## src/rtl/sdram_arb.sv

```systemverilog
// ---------------------------------------------------------------------------
// sdram_arb -- round-robin arbiter that funnels NUM_REQ command ports into a
// single sdram_core command interface, one command outstanding at a time.
//
// Ports
//   clk, rst_n        clock (rising edge) and async active-low reset
//   req_valid/ready   per-requester handshake; ready is a one-cycle grant pulse
//   req_we/addr/      per-requester command fields, flattened; slice i sits at
//   wdata/wstrb       [i*W +: W]
//   rsp_valid         one-cycle completion pulse to the owning requester
//   rsp_rdata         shared read data, registered, held until next completion
//   cmd_*             command to sdram_core (valid/ready handshake)
//   cmd_done/rdata    completion strobe and read data from sdram_core
//   busy              high whenever the FSM is not idle
//   grant_id          index of the current or most recent grant
// ---------------------------------------------------------------------------
module sdram_arb #(
    parameter int NUM_REQ = 2,
    parameter int ADDR_W  = 24,
    parameter int ID_W    = (NUM_REQ > 1) ? $clog2(NUM_REQ) : 1
) (
    input  logic                      clk,
    input  logic                      rst_n,
    input  logic [NUM_REQ-1:0]        req_valid,
    output logic [NUM_REQ-1:0]        req_ready,
    input  logic [NUM_REQ-1:0]        req_we,
    input  logic [NUM_REQ*ADDR_W-1:0] req_addr,
    input  logic [NUM_REQ*32-1:0]     req_wdata,
    input  logic [NUM_REQ*4-1:0]      req_wstrb,
    output logic [NUM_REQ-1:0]        rsp_valid,
    output logic [31:0]               rsp_rdata,
    output logic                      cmd_valid,
    input  logic                      cmd_ready,
    output logic                      cmd_we,
    output logic [ADDR_W-1:0]         cmd_addr,
    output logic [31:0]               cmd_wdata,
    output logic [3:0]                cmd_wstrb,
    input  logic                      cmd_done,
    input  logic [31:0]               cmd_rdata,
    output logic                      busy,
    output logic [ID_W-1:0]           grant_id
);

    typedef enum logic [1:0] {
        ST_IDLE  = 2'd0,
        ST_ISSUE = 2'd1,
        ST_WAIT  = 2'd2
    } state_e;

    state_e                state_q, state_d;
    logic                  arm_q;
    logic [ID_W-1:0]       last_grant_q;
    logic [ID_W-1:0]       grant_id_q;
    logic                  cmd_we_q;
    logic [ADDR_W-1:0]     cmd_addr_q;
    logic [31:0]           cmd_wdata_q;
    logic [3:0]            cmd_wstrb_q;
    logic [NUM_REQ-1:0]    rsp_valid_q;
    logic [31:0]           rsp_rdata_q;

    logic                  win_found;
    logic [ID_W-1:0]       win_idx;
    logic [ID_W:0]         cand;
    logic                  grant;

    // Round-robin search starting one past the last grant. cand carries one
    // spare bit so last_grant + NUM_REQ never overflows before the wrap.
    always_comb begin
        // NOTE: every variable gets a default before any branch so no latch is inferred.
        win_found = 1'b0;
        win_idx   = '0;
        cand      = '0;
        for (int k = 1; k <= NUM_REQ; k++) begin
            cand = {1'b0, last_grant_q} + (ID_W+1)'(k);
            if (cand >= (ID_W+1)'(NUM_REQ)) begin
                cand = cand - (ID_W+1)'(NUM_REQ);
            end
            if (!win_found && req_valid[cand[ID_W-1:0]]) begin
                win_found = 1'b1;
                win_idx   = cand[ID_W-1:0];
            end
        end
    end

    // arm_q holds off grants until the first edge after reset release, so
    // the combinational req_ready cannot rise while still between edges.
    assign grant = (state_q == ST_IDLE) && arm_q && win_found;

    // State register.
    always_ff @(posedge clk or negedge rst_n) begin
        if (!rst_n) begin
            state_q <= ST_IDLE;
        end else begin
            // NOTE: sequential state uses non-blocking assignments so every
            // register samples pre-edge values regardless of process order.
            state_q <= state_d;
        end
    end

    // Next-state logic.
    always_comb begin
        state_d = state_q;
        case (state_q)
            ST_IDLE:  if (grant)     state_d = ST_ISSUE;
            ST_ISSUE: if (cmd_ready) state_d = ST_WAIT;
            ST_WAIT:  if (cmd_done)  state_d = ST_IDLE;
            default:                 state_d = ST_IDLE;
        endcase
    end

    // Output logic.
    always_comb begin
        req_ready = '0;
        if (grant) begin
            req_ready[win_idx] = 1'b1;
        end
        cmd_valid = (state_q == ST_ISSUE);
        busy      = (state_q != ST_IDLE);
    end

    // Command latch, grant bookkeeping and response registers.
    always_ff @(posedge clk or negedge rst_n) begin
        if (!rst_n) begin
            arm_q        <= 1'b0;
            last_grant_q <= ID_W'(NUM_REQ - 1);
            grant_id_q   <= '0;
            cmd_we_q     <= 1'b0;
            cmd_addr_q   <= '0;
            cmd_wdata_q  <= '0;
            cmd_wstrb_q  <= '0;
            rsp_valid_q  <= '0;
            rsp_rdata_q  <= '0;
        end else begin
            arm_q <= 1'b1;
            if (grant) begin
                last_grant_q <= win_idx;
                grant_id_q   <= win_idx;
                cmd_we_q     <= req_we[win_idx];
                cmd_addr_q   <= req_addr[int'(win_idx)*ADDR_W +: ADDR_W];
                cmd_wdata_q  <= req_wdata[int'(win_idx)*32 +: 32];
                cmd_wstrb_q  <= req_wstrb[int'(win_idx)*4 +: 4];
            end
            // Completions outside WAIT are stray and must not reach a requester.
            rsp_valid_q <= '0;
            if (state_q == ST_WAIT && cmd_done) begin
                rsp_valid_q[grant_id_q] <= 1'b1;
                rsp_rdata_q             <= cmd_rdata;
            end
        end
    end

    assign grant_id  = grant_id_q;
    assign cmd_we    = cmd_we_q;
    assign cmd_addr  = cmd_addr_q;
    assign cmd_wdata = cmd_wdata_q;
    assign cmd_wstrb = cmd_wstrb_q;
    assign rsp_valid = rsp_valid_q;
    assign rsp_rdata = rsp_rdata_q;

endmodule
```

## config.mk

```make
export PLATFORM = sky130hd
export DESIGN_NAME = sdram_arb
export DESIGN_NICKNAME = d
export VERILOG_FILES = /design/src/rtl/sdram_arb.sv
export SDC_FILE = /design/constraint.sdc
export NUM_CORES = 1
export LEC_CHECK = 0
export BUFFER_PORTS_ARGS = -buffer_cell sky130_fd_sc_hd__buf_2
export CAP_MARGIN = 30
export CELL_PAD_IN_SITES_DETAIL_PLACEMENT = 0
export CELL_PAD_IN_SITES_GLOBAL_PLACEMENT = 2
export CORE_MARGIN = 2
export CORE_UTILIZATION = 29
export CTS_CLUSTER_DIAMETER = 40
export DETAILED_ROUTE_END_ITERATION = 8
export PLACE_DENSITY_LB_ADDON = 0.15
export SLEW_MARGIN = 20
export SYNTH_ARGS = -nofsm -noshare
export SYNTH_HDL_FRONTEND = slang
export SYNTH_SLANG_ARGS = --single-unit
export TNS_END_PERCENT = 30
```

## constraint.sdc

```tcl
create_clock -name clk -period 2.3 [get_ports clk]
set_clock_uncertainty 0.1 [all_clocks]
set_input_delay 0.345 -clock clk [delete_from_list [all_inputs] [get_ports clk]]
set_output_delay 0.345 -clock clk [all_outputs]
set_load 0.01 [all_outputs]
```

======== Word-level counts from Yosys, hierarchy flattened ========
Index checks and enable logic that the tools add are counted.
cells by class
  add/sub/neg operators ................... 4
  multipliers ............................. 1
  order comparisons ....................... 8
  equal/unequal tests ..................... 5
  shifts and indexed selects .............. 3
  mux-type cells .......................... 22
  reduce and logical (&&, ||, !) cells .... 10
operators with widths
  kind                                                                          number
  64-bit by 7-bit variable part select with 32-bit output                       1
  48-bit by 7-bit variable part select with 24-bit output                       1
  1-bit two-way mux                                                             14
  2-bit two-way mux                                                             5
  1-bit by 2-bit less-than comparator with 1-bit output, second input constant  4
  8-bit by 4-bit variable part select with 4-bit output                         1
  1-bit logical AND                                                             6
  2-bit one-hot mux with 3 select lines                                         1
  2-bit >= comparator, second input constant                                    2
  2-bit inequality test, second input constant                                  2
  1-bit by 2-bit multiplier with 3-bit output, second input constant            1
  3-bit AND reduction                                                           1
  1-bit by 1-bit adder with 2-bit output, second input constant                 1
  1-bit by 2-bit adder with 2-bit output, second input constant                 1
  1-bit demux with 1-bit select                                                 2
  2-bit by 1-bit equality test with 1-bit output, second input constant         1
  2-bit equality test, second input constant                                    1
  1-bit >= comparator, second input constant                                    2
  2-bit logical NOT                                                             1
  2-bit by 1-bit inequality test with 1-bit output, second input constant       1
  2-bit nonzero test                                                            1
  1-bit subtractor, second input constant                                       2
  1-bit logical NOT                                                             1
storage, ports and cells
  bits in registers ....................... 100
  logic and storage cells ................. 63

======== Depth between registers and ports, before layout ========
Gate-level depths: netlist of run 1.
  depth in word-level cells ............... 14
  depth in mapped cells ................... 6

======== Worst setup path after synthesis of run 1 ========
No wires, ideal clock.
  path kind ............................... register to output
  start ................................... register state_q[0]
  end ..................................... output req_ready[0]
  arrival ................................. 1.386 ns
  data required time ...................... 1.855 ns
  slack ................................... 0.469 ns
  cell stages (with the launch flop) ...... 5
  buffers on the path ..................... 2
  cell sequence ........................... dfrtp_1 > or3b_1 > buf_6 > buf_6 > nor3b_1
on the way
  word-level cells in the longest chain between the ends .. 4
ends and longest elaborated chain
  what                            RTL line  source
  from (decl)                     50        state_e state_q, state_d;
  from (signal assigned)          96        state_q <= state_d;
  2-bit logical NOT               87        assign grant = (state_q == ST_IDLE) && arm_q && win_found;
  1-bit logical AND (2 in a row)  87
  2-bit two-way mux               114       if (grant) begin
  to (decl)                       25        output logic [NUM_REQ-1:0] req_ready,
Every way passes these cells.

======== Worst setup path in the final report of run 1 ========
  start ................................... register state_q[0]
  end ..................................... output req_ready[1]
The elaborated chain is that of the path after synthesis.

==> flow_summary.toml, run 1 <==
[run_status]
status = "completed"

[power_and_ir_drop]
seqPwrFrac_pct = 39.3
power_frac_comb_pct = 41.8
power.total_mw = 7.71
p_clk_share_pct = 18.9
p_leak_nw = 3.16
p_int_mw = 4.89
net-switching-power_mw = 2.82
ir_worst_vdd_uv = 589
p_sw_share_pct = 36.5
cellPowerDensity_mw_per_mm2 = 1190

[sta]
setup_violations = 0
fin_crit_sh_pct = 95.9
finalHoldViolations = 0
finalSetupTns_ns = 0
fmax_ghz = 0.453
fin_crit_ns = 2.21
slew_viol_final = 0
holdWs_ns = 0.0988
rsz0062_at_grt = "false"

[cells_and_area]
nNetsFinal = 780
diodes = 0
layoutNonFillerInstCount = 841
drive_above_1_share_pct = 61.6
syn2layout_area_growth_pct = 37.3
fin_area_mm2 = 0.00645
nFillCells = 1615

[floorplan]
start_util_pct = 29.6
pin_count = 260
rows = 46
die_y_um = 131
dieWidth_um = 131
die_area_mm2 = 0.0172
core_mm2 = 0.0159

[cts]
clk_latency_ns = 0.35
cts_setup_buffers = 0
cts_tree = "built"
clk_pin_slew_ns = 0.06
cts_buffers = 9
cts_sinks = 100
cts_root_buffer = "clkbuf_16"
clockBufferDepth = 2
htree_levels = 3

[grt]
grt_pass1_vias = 4069
gr-total-overflow = 0
grt_antenna_before_repair = 0
grt_max_degree = 57
grt_pass1_wl_mm = 23.6
track_usage_pct = 17.3

[drt]
vias = 4006
route.detailed.drc = 0
finalWirelength_mm = 14.8
drtIter0Drc = 196
viasPerCell = 4.76
wl_per_cell_um = 17.6
first_pass_iters = 4
ant_nets = 0

[critical_path]
crit_fanout = 30
r2r-end = "cmd_addr[11]"
critical_path_buf_inv_count = 2
start_kind = "register"
r2r-start = "state_q[0]"
cp_num_cells = 4
r2r_setup_slack_ns = 0.55
startpoint = "state_q[0]"
cp-endpoint = "req_ready[1]"
crit_family = "simple AND/OR/NAND/NOR gates"
critPathKind = "register to output port"
worst_r2r_path_depth = 4
cp_slowest_cell = "dfrtp_1"
cpPeakStageDelay_ns = 0.43
crit_chain = "nor3b_2, and3_2, buf_6, buf_2"
worstPathRequired_ns = 1.86
cp-end-kind = "output port"
arrival_ns = 1.76

[yosys]
synth_area_per_cell_um2 = 12.6
synth_cells = 373
yosys.area.top_type_share_pct = 52.7
yosysTopAreaCell = "dfrtp_1"
seq_area_frac_synth_pct = 53.3
yosys_register_bits = 100
synthDistinctLibCells = 26
synth_nets = 533
syn_area_mm2 = 0.00470
yosysWarnings = 0
yosys-top-cells-area = "dfrtp_1 (53%), a221o_1 (13%), nor3_2 (13%)"

[placement]
gp_congestion = 0.726
dp_hpwl_mm = 10.5
port_buffers = 259
dp_cells = 824
postPlaceCellArea_mm2 = 0.00616

[min_path]
hold_class = "input port to register"

[job]
max-cap-violations = 0
registers in the layout, summed over array words and instances, names as in the netlist:
name and count:
arm_q 1, cmd_addr 24, cmd_wdata 32, cmd_we 1, cmd_wstrb 4, grant_id 1
last_grant_q 1, rsp_rdata 32, rsp_valid 2, state_q 2
cell families after synthesis:
group,count (synthesis),share of synthesized area [%]
DFF,100,53.3
muxes,32,7.67
buffers and inverters,39,5.86
other,1,0.0798
and+or+nand+nor,135,19.4
AOI/OAI and AO/OA,66,13.6
cell usage after synthesis:
master / n
nand2b_1: 1
or3b_1: 1
or2b_1: 1
inv_1: 2
buf_4: 1
nor2_1: 2
nand2_1: 63
o21ai_1: 1
and3_1: 1
mux2_2: 32
a21o_1: 2
nor3_1: 2
dfstp_2: 1
buf_6: 14
a221o_1: 61
o21ai_0: 2
nor3_2: 59
buf_2: 16
dfrtp_1: 99
nor3b_1: 1
clkbuf_1: 6
nor3b_2: 1
conb_1: 1
or2_2: 1
nand3b_1: 1
nor2b_1: 1
per-layer routing:
layer  global-route usage [%]  up-vias  share of wire [%]  routed length [um]
met5                        0        -                  0                   0
met4                     6.34        0                1.7                 246
met3                     4.17       14                6.7                 987
met2                     27.8      163                 47                7030
met1                     22.8     1954                 44                6550
li1                         -     1875                  -                   -
per-stage QoR:
stage	util [%]	worst slack [ns]
final	40.6	0.0940
after global routing	40.6	0.00605
after CTS	40.6	0.0677
after detailed placement	38.8	0.370
after global placement	38.8	0.396
after floorplan	-	0.469
final cells by class:
class | count | area (um^2) | share of cell area, %
clock buffer | 11 | 243 | 3.76
multi-input combinational | 234 | 1940 | 30.1
inverter | 2 | 7.51 | 0.116
timing repair buffer | 273 | 1450 | 22.4
sequential | 100 | 2500 | 38.8
tap | 216 | 270 | 4.19
clock inverter | 5 | 37.5 | 0.582
layout by cell type (no fill, tap or decap), drive strengths merged:
cell and n:
buf 272, a221o 61, nor3b 2, a21o 2
mux2 32, nand2 63, dlygate4sd3 1, clkbuf 11
or2b 1, nor3 61, dfstp 1, inv 2
or2 1, dfrtp 99, nand3b 1, conb 1
o21ai 3, nor2 2, nor2b 1, or3b 1
clkinvlp 2, clkinv 3, and3 1, nand2b 1
power by group through the flow:
stage | combinational, mW | clock [mW] | sequential [mW]
finish | 3.22 | 1.46 | 3.03
CTS | 3.29 | 1.51 | 3.03
global route | 3.49 | 1.58 | 3.14
detailed placement | 3.30 | 0 | 3.04
floorplan | 1.54 | 0 | 3.42
global placement | 3.26 | 0 | 3.05
worst register-to-register path, cell delays in order (launching register included):
cell and delay (ns):
dfrtp_1 0.43, nor3b_2 0.29, and3_2 0.25, buf_4 0.38, a221o_1 0.25
how the worst min path moves through the flow:
stage / slack [ns] / cells past startpoint / end / from
6_report: 0.1 / 2 / state_q[0] / cmd_ready
3_5_place_dp: 0.17 / 1 / cmd_wdata[30] / rst_n
5_1_grt: 0.11 / 2 / cmd_wdata[25] / req_wdata[57]
2_1_floorplan: -0.05 / 0 / arm_q / rst_n
4_1_cts: 0.08 / 2 / state_q[0] / cmd_ready
3_3_place_gp: 0.17 / 1 / cmd_wdata[30] / rst_n
timing repair:
item / CTS / global route
hold buffers: 1 / 0
setup endpoints to repair: 1 / 0
hold endpoints to repair: 20 / 0
gates resized for setup: 1 / 0
(Power assumes the default switching activity.)
==> inputs of run 2 (changes only) <==
--- a/config.mk
+++ b/config.mk
@@ -10,7 +10,7 @@
 export CELL_PAD_IN_SITES_DETAIL_PLACEMENT = 0
 export CELL_PAD_IN_SITES_GLOBAL_PLACEMENT = 2
 export CORE_MARGIN = 2
-export CORE_UTILIZATION = 29
+export CORE_UTILIZATION = 27
 export CTS_CLUSTER_DIAMETER = 40
 export DETAILED_ROUTE_END_ITERATION = 8
 export PLACE_DENSITY_LB_ADDON = 0.15
==> constraint.sdc (replaced) <==
create_clock -name clk -period 2.1 [get_ports clk]
set_clock_uncertainty 0.1 [all_clocks]
set_input_delay 0.315 -clock clk [delete_from_list [all_inputs] [get_ports clk]]
set_output_delay 0.315 -clock clk [all_outputs]
set_load 0.01 [all_outputs]
==> run 2 against run 1 <==
Effect of this change: final cell count up 1.5%; combinational power up 12%; final area up 1.7%; register-to-register slack worse by 0.20 ns; worst setup slack better by 0.034 ns; utilization down 2.4 points; first-iteration DRC count down 26%; global-route usage down 1.4 points; clock power up 18%; die area up 7.2%; via count about the same; critical endpoint unchanged; largest cell class unchanged.
==> flow_summary.toml, run 2 (synthesis gave the netlist of run 1 again) <==
[cells_and_area]
nFillCells = 1775
mostFrequentLayoutCell = "buf_2"
nNetsFinal = 783
final_cell_mix = "buf_2 (258), dfrtp_1 (99), nand2_1 (63)"
syn2layout_area_growth_pct = 39.7
drive_above_1_share_pct = 61.9
final_util_pct = 38.2

[drt]
finalWirelength_mm = 15.1
first_pass_iters = 4
wl_per_cell_um = 17.6
drtIter0Drc = 145
viasPerCell = 4.70
vias = 4010
route.detailed.drc = 0
ant_nets = 0

[critical_path]
cp-end-kind = "output port"
worstPathRequired_ns = 1.68
crit_fanout = 10
critPathKind = "register to output port"
arrival_ns = 1.56
start_kind = "register"

[sta]
setup_ws_ns = 0.128
fin_crit_sh_pct = 93.9
finalSetupTns_ns = 0
setup_violations = 0
rsz0062_at_grt = "false"
fmax_ghz = 0.507
slew_viol_final = 0
finalHoldViolations = 0
fin_crit_ns = 1.97

[placement]
port_buffers = 259
dp_hpwl_mm = 10.8
place_ws_ns = 0.229
gp_congestion = 0.719

[grt]
gr-total-overflow = 0
grt_max_degree = 64
grt_antenna_before_repair = 1
grt_use_met1_pct = 19.2
grt_use_met2_pct = 27.1
grt_pass1_wl_mm = 22.5
track_usage_pct = 15.9
met3_usage_pct = 3.80
grt_pass1_vias = 4106
grt.busiest_layer = "met2"

[run_status]
status = "completed"

[floorplan]
dieWidth_um = 136
die_y_um = 136
die_area_mm2 = 0.0185
start_util_pct = 27.3
core_mm2 = 0.0172
pin_count = 260
rows = 48

[cts]
cts_tree = "built"
cts_buffers = 9
clk_latency_ns = 0.34
clockBufferDepth = 2
cts_sinks = 100
cts_root_buffer = "clkbuf_16"
clk_pin_slew_ns = 0.07
htree_levels = 3

[power_and_ir_drop]
cellPowerDensity_mw_per_mm2 = 1320
ir_worst_vdd_uv = 510
power.total_mw = 8.64
p_leak_nw = 3.21

[min_path]
hold_class = "input port to register"

[job]
max-cap-violations = 0
==> run 2: cell types whose count changed in the layout (fill, tap and decap cells not counted) <==
| cell | before | now |
|---|---|---|
| diode_2 | 0 | 1 |
| clkinv_4 | 2 | 0 |
| clkinv_2 | 1 | 0 |
| and3_2 | 1 | 0 |
| buf_12 | 3 | 7 |
| bufinv_16 | 0 | 1 |
| clkbuf_1 | 1 | 0 |
| inv_6 | 0 | 4 |
| buf_6 | 1 | 0 |
| and3_4 | 0 | 1 |
| clkbuf_8 | 1 | 0 |
==> run 2: cell type report <==
class / count / area [um^2] / area share, %
inverters: 2 / 7.51 / 0.114
flip-flops and latches: 100 / 2500 / 38.2
multi-input cells: 234 / 1940 / 29.6
well taps: 225 / 282 / 4.29
clock buffers: 9 / 225 / 3.43
diodes: 1 / 2.50 / 0.0381
clock inverters: 7 / 80.1 / 1.22
repair buffers: 276 / 1520 / 23.1
==> run 2: repair_timing <==
item                                   in CTS  in global routing
setup buffers                               2                  0
setup endpoints to repair                   1                  0
gates resized for setup                     1                  0
endpoints found under the hold margin      22                  0
hold buffers                                1                  0
==> run 2: through the flow <==
step | area [um^2] | std cells | hold slack, ns
4_1_cts | 6560 | 853 | 0.0538
3_5_place_dp | 6220 | 834 | 0.152
5_1_grt | 6560 | 854 | 0.0810
3_3_place_gp | 6220 | 834 | 0.155
6_report | 6560 | 854 | 0.0776
2_1_floorplan | 4700 | 373 | -0.0806
==> run 2: power breakdown <==
| group | internal (mW) | switching [mW] | total, mW |
|---|---|---|---|
| clock | 0.942 | 0.776 | 1.72 |
| combinational | 1.73 | 1.87 | 3.60 |
| sequential | 2.84 | 0.491 | 3.33 |
| total | 5.51 | 3.13 | 8.64 |
==> run 2: worst paths after layout <==
kind	start	slack, ns	depth (start not counted)	to
min in group asynchronous	rst_n	0.31	2	cmd_addr[0]
worst max-delay path	state_q[1]	0.13	4	req_ready[1]
worst max register to register	last_grant_q	0.35	5	cmd_addr[5]
worst min register to register	grant_id	0.40	1	rsp_valid[0]
max in group asynchronous	rst_n	0.92	3	last_grant_q
worst min-delay path	cmd_ready	0.08	2	state_q[0]
==> run 2: worst max-delay path: stages (launching register included) <==
cell and delay [ns]:
dfrtp_1 0.44, nor3b_2 0.24, and3_4 0.22, buf_4 0.16
buf_2 0.14
==> run 2: layer usage <==
layer	vias to the layer above	wire [um]
li1	1882	-
met1	1945	6260
met2	161	7350
met3	22	1090
met4	0	376
met5	-	0
==> inputs of run 3 (changes only) <==
--- a/config.mk
+++ b/config.mk
@@ -10,7 +10,7 @@
 export CELL_PAD_IN_SITES_DETAIL_PLACEMENT = 0
 export CELL_PAD_IN_SITES_GLOBAL_PLACEMENT = 2
 export CORE_MARGIN = 2
-export CORE_UTILIZATION = 27
+export CORE_UTILIZATION = 29
 export CTS_CLUSTER_DIAMETER = 40
 export DETAILED_ROUTE_END_ITERATION = 8
 export PLACE_DENSITY_LB_ADDON = 0.15
==> constraint.sdc (replaced) <==
create_clock -name clk -period 2.4 [get_ports clk]
set_clock_uncertainty 0.1 [all_clocks]
set_input_delay 0.36 -clock clk [delete_from_list [all_inputs] [get_ports clk]]
set_output_delay 0.36 -clock clk [all_outputs]
set_load 0.01 [all_outputs]
==> run 3 against run 2 <==
Effect of this change: first-iteration DRC count rose by 10%; register-to-register slack improved by 0.20 ns; clock power shrank 12%; worst setup slack improved by 0.052 ns; combinational power down 13%; sequential cell count is the same; worst hold slack improved by 0.050 ns; final area shrank 0.53%; highest routed layer unchanged.
==> flow_summary.toml, run 3 (synthesis gave the netlist of run 1 again) <==
[floorplan]
core_mm2 = 0.0159
die_area_mm2 = 0.0172
die_y_um = 131
pin_count = 260
rows = 46
start_util_pct = 29.6
dieWidth_um = 131

[critical_path]
worst_r2r_path_depth = 4
critical_path_buf_inv_count = 1
worstPathRequired_ns = 1.94
crit_fanout = 10
cp_slowest_cell = "dfrtp_1"
r2r-start = "state_q[0]"
startpoint = "state_q[0]"
r2r_setup_slack_ns = 0.55
r2r-end = "cmd_addr[5]"
cp-end-kind = "output port"
cpPeakStageDelay_ns = 0.43
critPathKind = "register to output port"
crit_chain = "nor3b_2, and3_2, buf_2"
arrival_ns = 1.76
start_kind = "register"
crit_family = "simple AND/OR/NAND/NOR gates"

[min_path]
hold_depth = 2
whs_endpoint = "state_q[0]"
hold_class = "input port to register"
hold_path_startpoint = "cmd_ready"

[grt]
track_usage_pct = 17.0
grt_antenna_before_repair = 0
grt_pass1_vias = 4228
grt_pass1_wl_mm = 23.4
grt_max_degree = 49
gr-total-overflow = 0

[drt]
wl_per_cell_um = 17.3
wl_met2_mm = 7.02
route.layer.met1.wl_mm = 6.49
top_layer_used = "met4"
route.detailed.drc = 0
ant_nets = 0
vias = 4018
first_pass_iters = 4
viasPerCell = 4.75
met3_wirelength_um = 907
drtIter0Drc = 160
finalWirelength_mm = 14.7

[power_and_ir_drop]
p_int_mw = 4.83
seqPwrFrac_pct = 38.6
power.total_mw = 7.55
p_leak_nw = 3.21
ir_worst_vdd_uv = 493
p_clk_share_pct = 20.1
p_sw_share_pct = 36.0
cellPowerDensity_mw_per_mm2 = 1160
net-switching-power_mw = 2.72
power_frac_comb_pct = 41.3

[sta]
fin_crit_sh_pct = 92.5
finalHoldViolations = 0
fin_crit_ns = 2.22
finalSetupTns_ns = 0
setup_ws_ns = 0.179
setup_violations = 0
timing.slew.headroom_pct = 64.4
rsz0062_at_grt = "false"
slew_viol_final = 0
fmax_ghz = 0.450
worst_slew_pin_slew_ns = 0.535

[cts]
cts_resized = 0
clk_pin_slew_ns = 0.07
htree_levels = 3
cts_root_buffer = "clkbuf_16"
clk_latency_ns = 0.34
cts_buffers = 9
cts_sinks = 100
clockBufferDepth = 2
cts_tree = "built"

[cells_and_area]
syn2layout_area_growth_pct = 38.9
diodes = 0
layoutNonFillerInstCount = 846
mostFrequentLayoutCell = "buf_2"
final_cell_mix = "buf_2 (258), dfrtp_1 (99), nand2_1 (63)"
nNetsFinal = 785
drive_above_1_share_pct = 62.1
final_util_pct = 41.1

[job]
max-cap-violations = 0

[placement]
gp_congestion = 0.756
dp_hpwl_mm = 10.6
dp_cells = 829
place_ws_ns = 0.526
port_buffers = 259

[run_status]
status = "completed"
run 3: worst max-delay path by stage:
stage / end / slack, ns / cells after the start
global route: req_ready[1] / 0.12 / 3
floorplan: req_ready[0] / 0.55 / 4
global placement: req_ready[0] / 0.55 / 3
CTS: req_ready[1] / 0.19 / 3
detailed placement: cmd_addr[18] / 0.53 / 5
finish: req_ready[1] / 0.18 / 3
run 3: power groups by stage:
stage	registers, mW	logic, mW	clock network [mW]
2_1_floorplan	3.28	1.48	0
3_3_place_gp	2.93	3.15	0
3_5_place_dp	2.93	3.18	0
4_1_cts	2.92	3.18	1.57
5_1_grt	3.02	3.37	1.65
6_report	2.92	3.12	1.52
run 3: worst register-to-register path, cell delays in order, from the launching register on:
cell and delay (ns):
dfrtp_1 0.43, nor3b_2 0.39, and3_2 0.42, buf_12 0.24, a221o_1 0.21
run 3: cell type report:
type	count	area, um^2
sequential	100	2500
inverter	2	7.51
multi-input combinational	234	1940
fill	1603	9360
clock inverter	6	71.3
clock buffer	10	239
tap	216	270
timing repair buffer	278	1490
run 3: routing by layer:
layer  up-vias  GRT usage, %
met4         0          5.98
li1       1892             -
met1      1955          21.6
met3        15          4.44
met2       156          28.1
met5         -             0
run 3: what timing repair did:
action,CTS,global route
hold buffers,1,0
endpoints found under the hold margin,36,0
buffers inserted,0,0
setup endpoints to repair,0,0
run 3: per-stage QoR:
| stage | cell area [um^2] | hold WS [ns] |
|---|---|---|
| 5_1_grt | 6530 | 0.113 |
| 4_1_cts | 6530 | 0.117 |
| 3_3_place_gp | 6210 | 0.284 |
| 3_5_place_dp | 6210 | 0.283 |
| 6_report | 6530 | 0.128 |
| 2_1_floorplan | 4700 | -0.0356 |
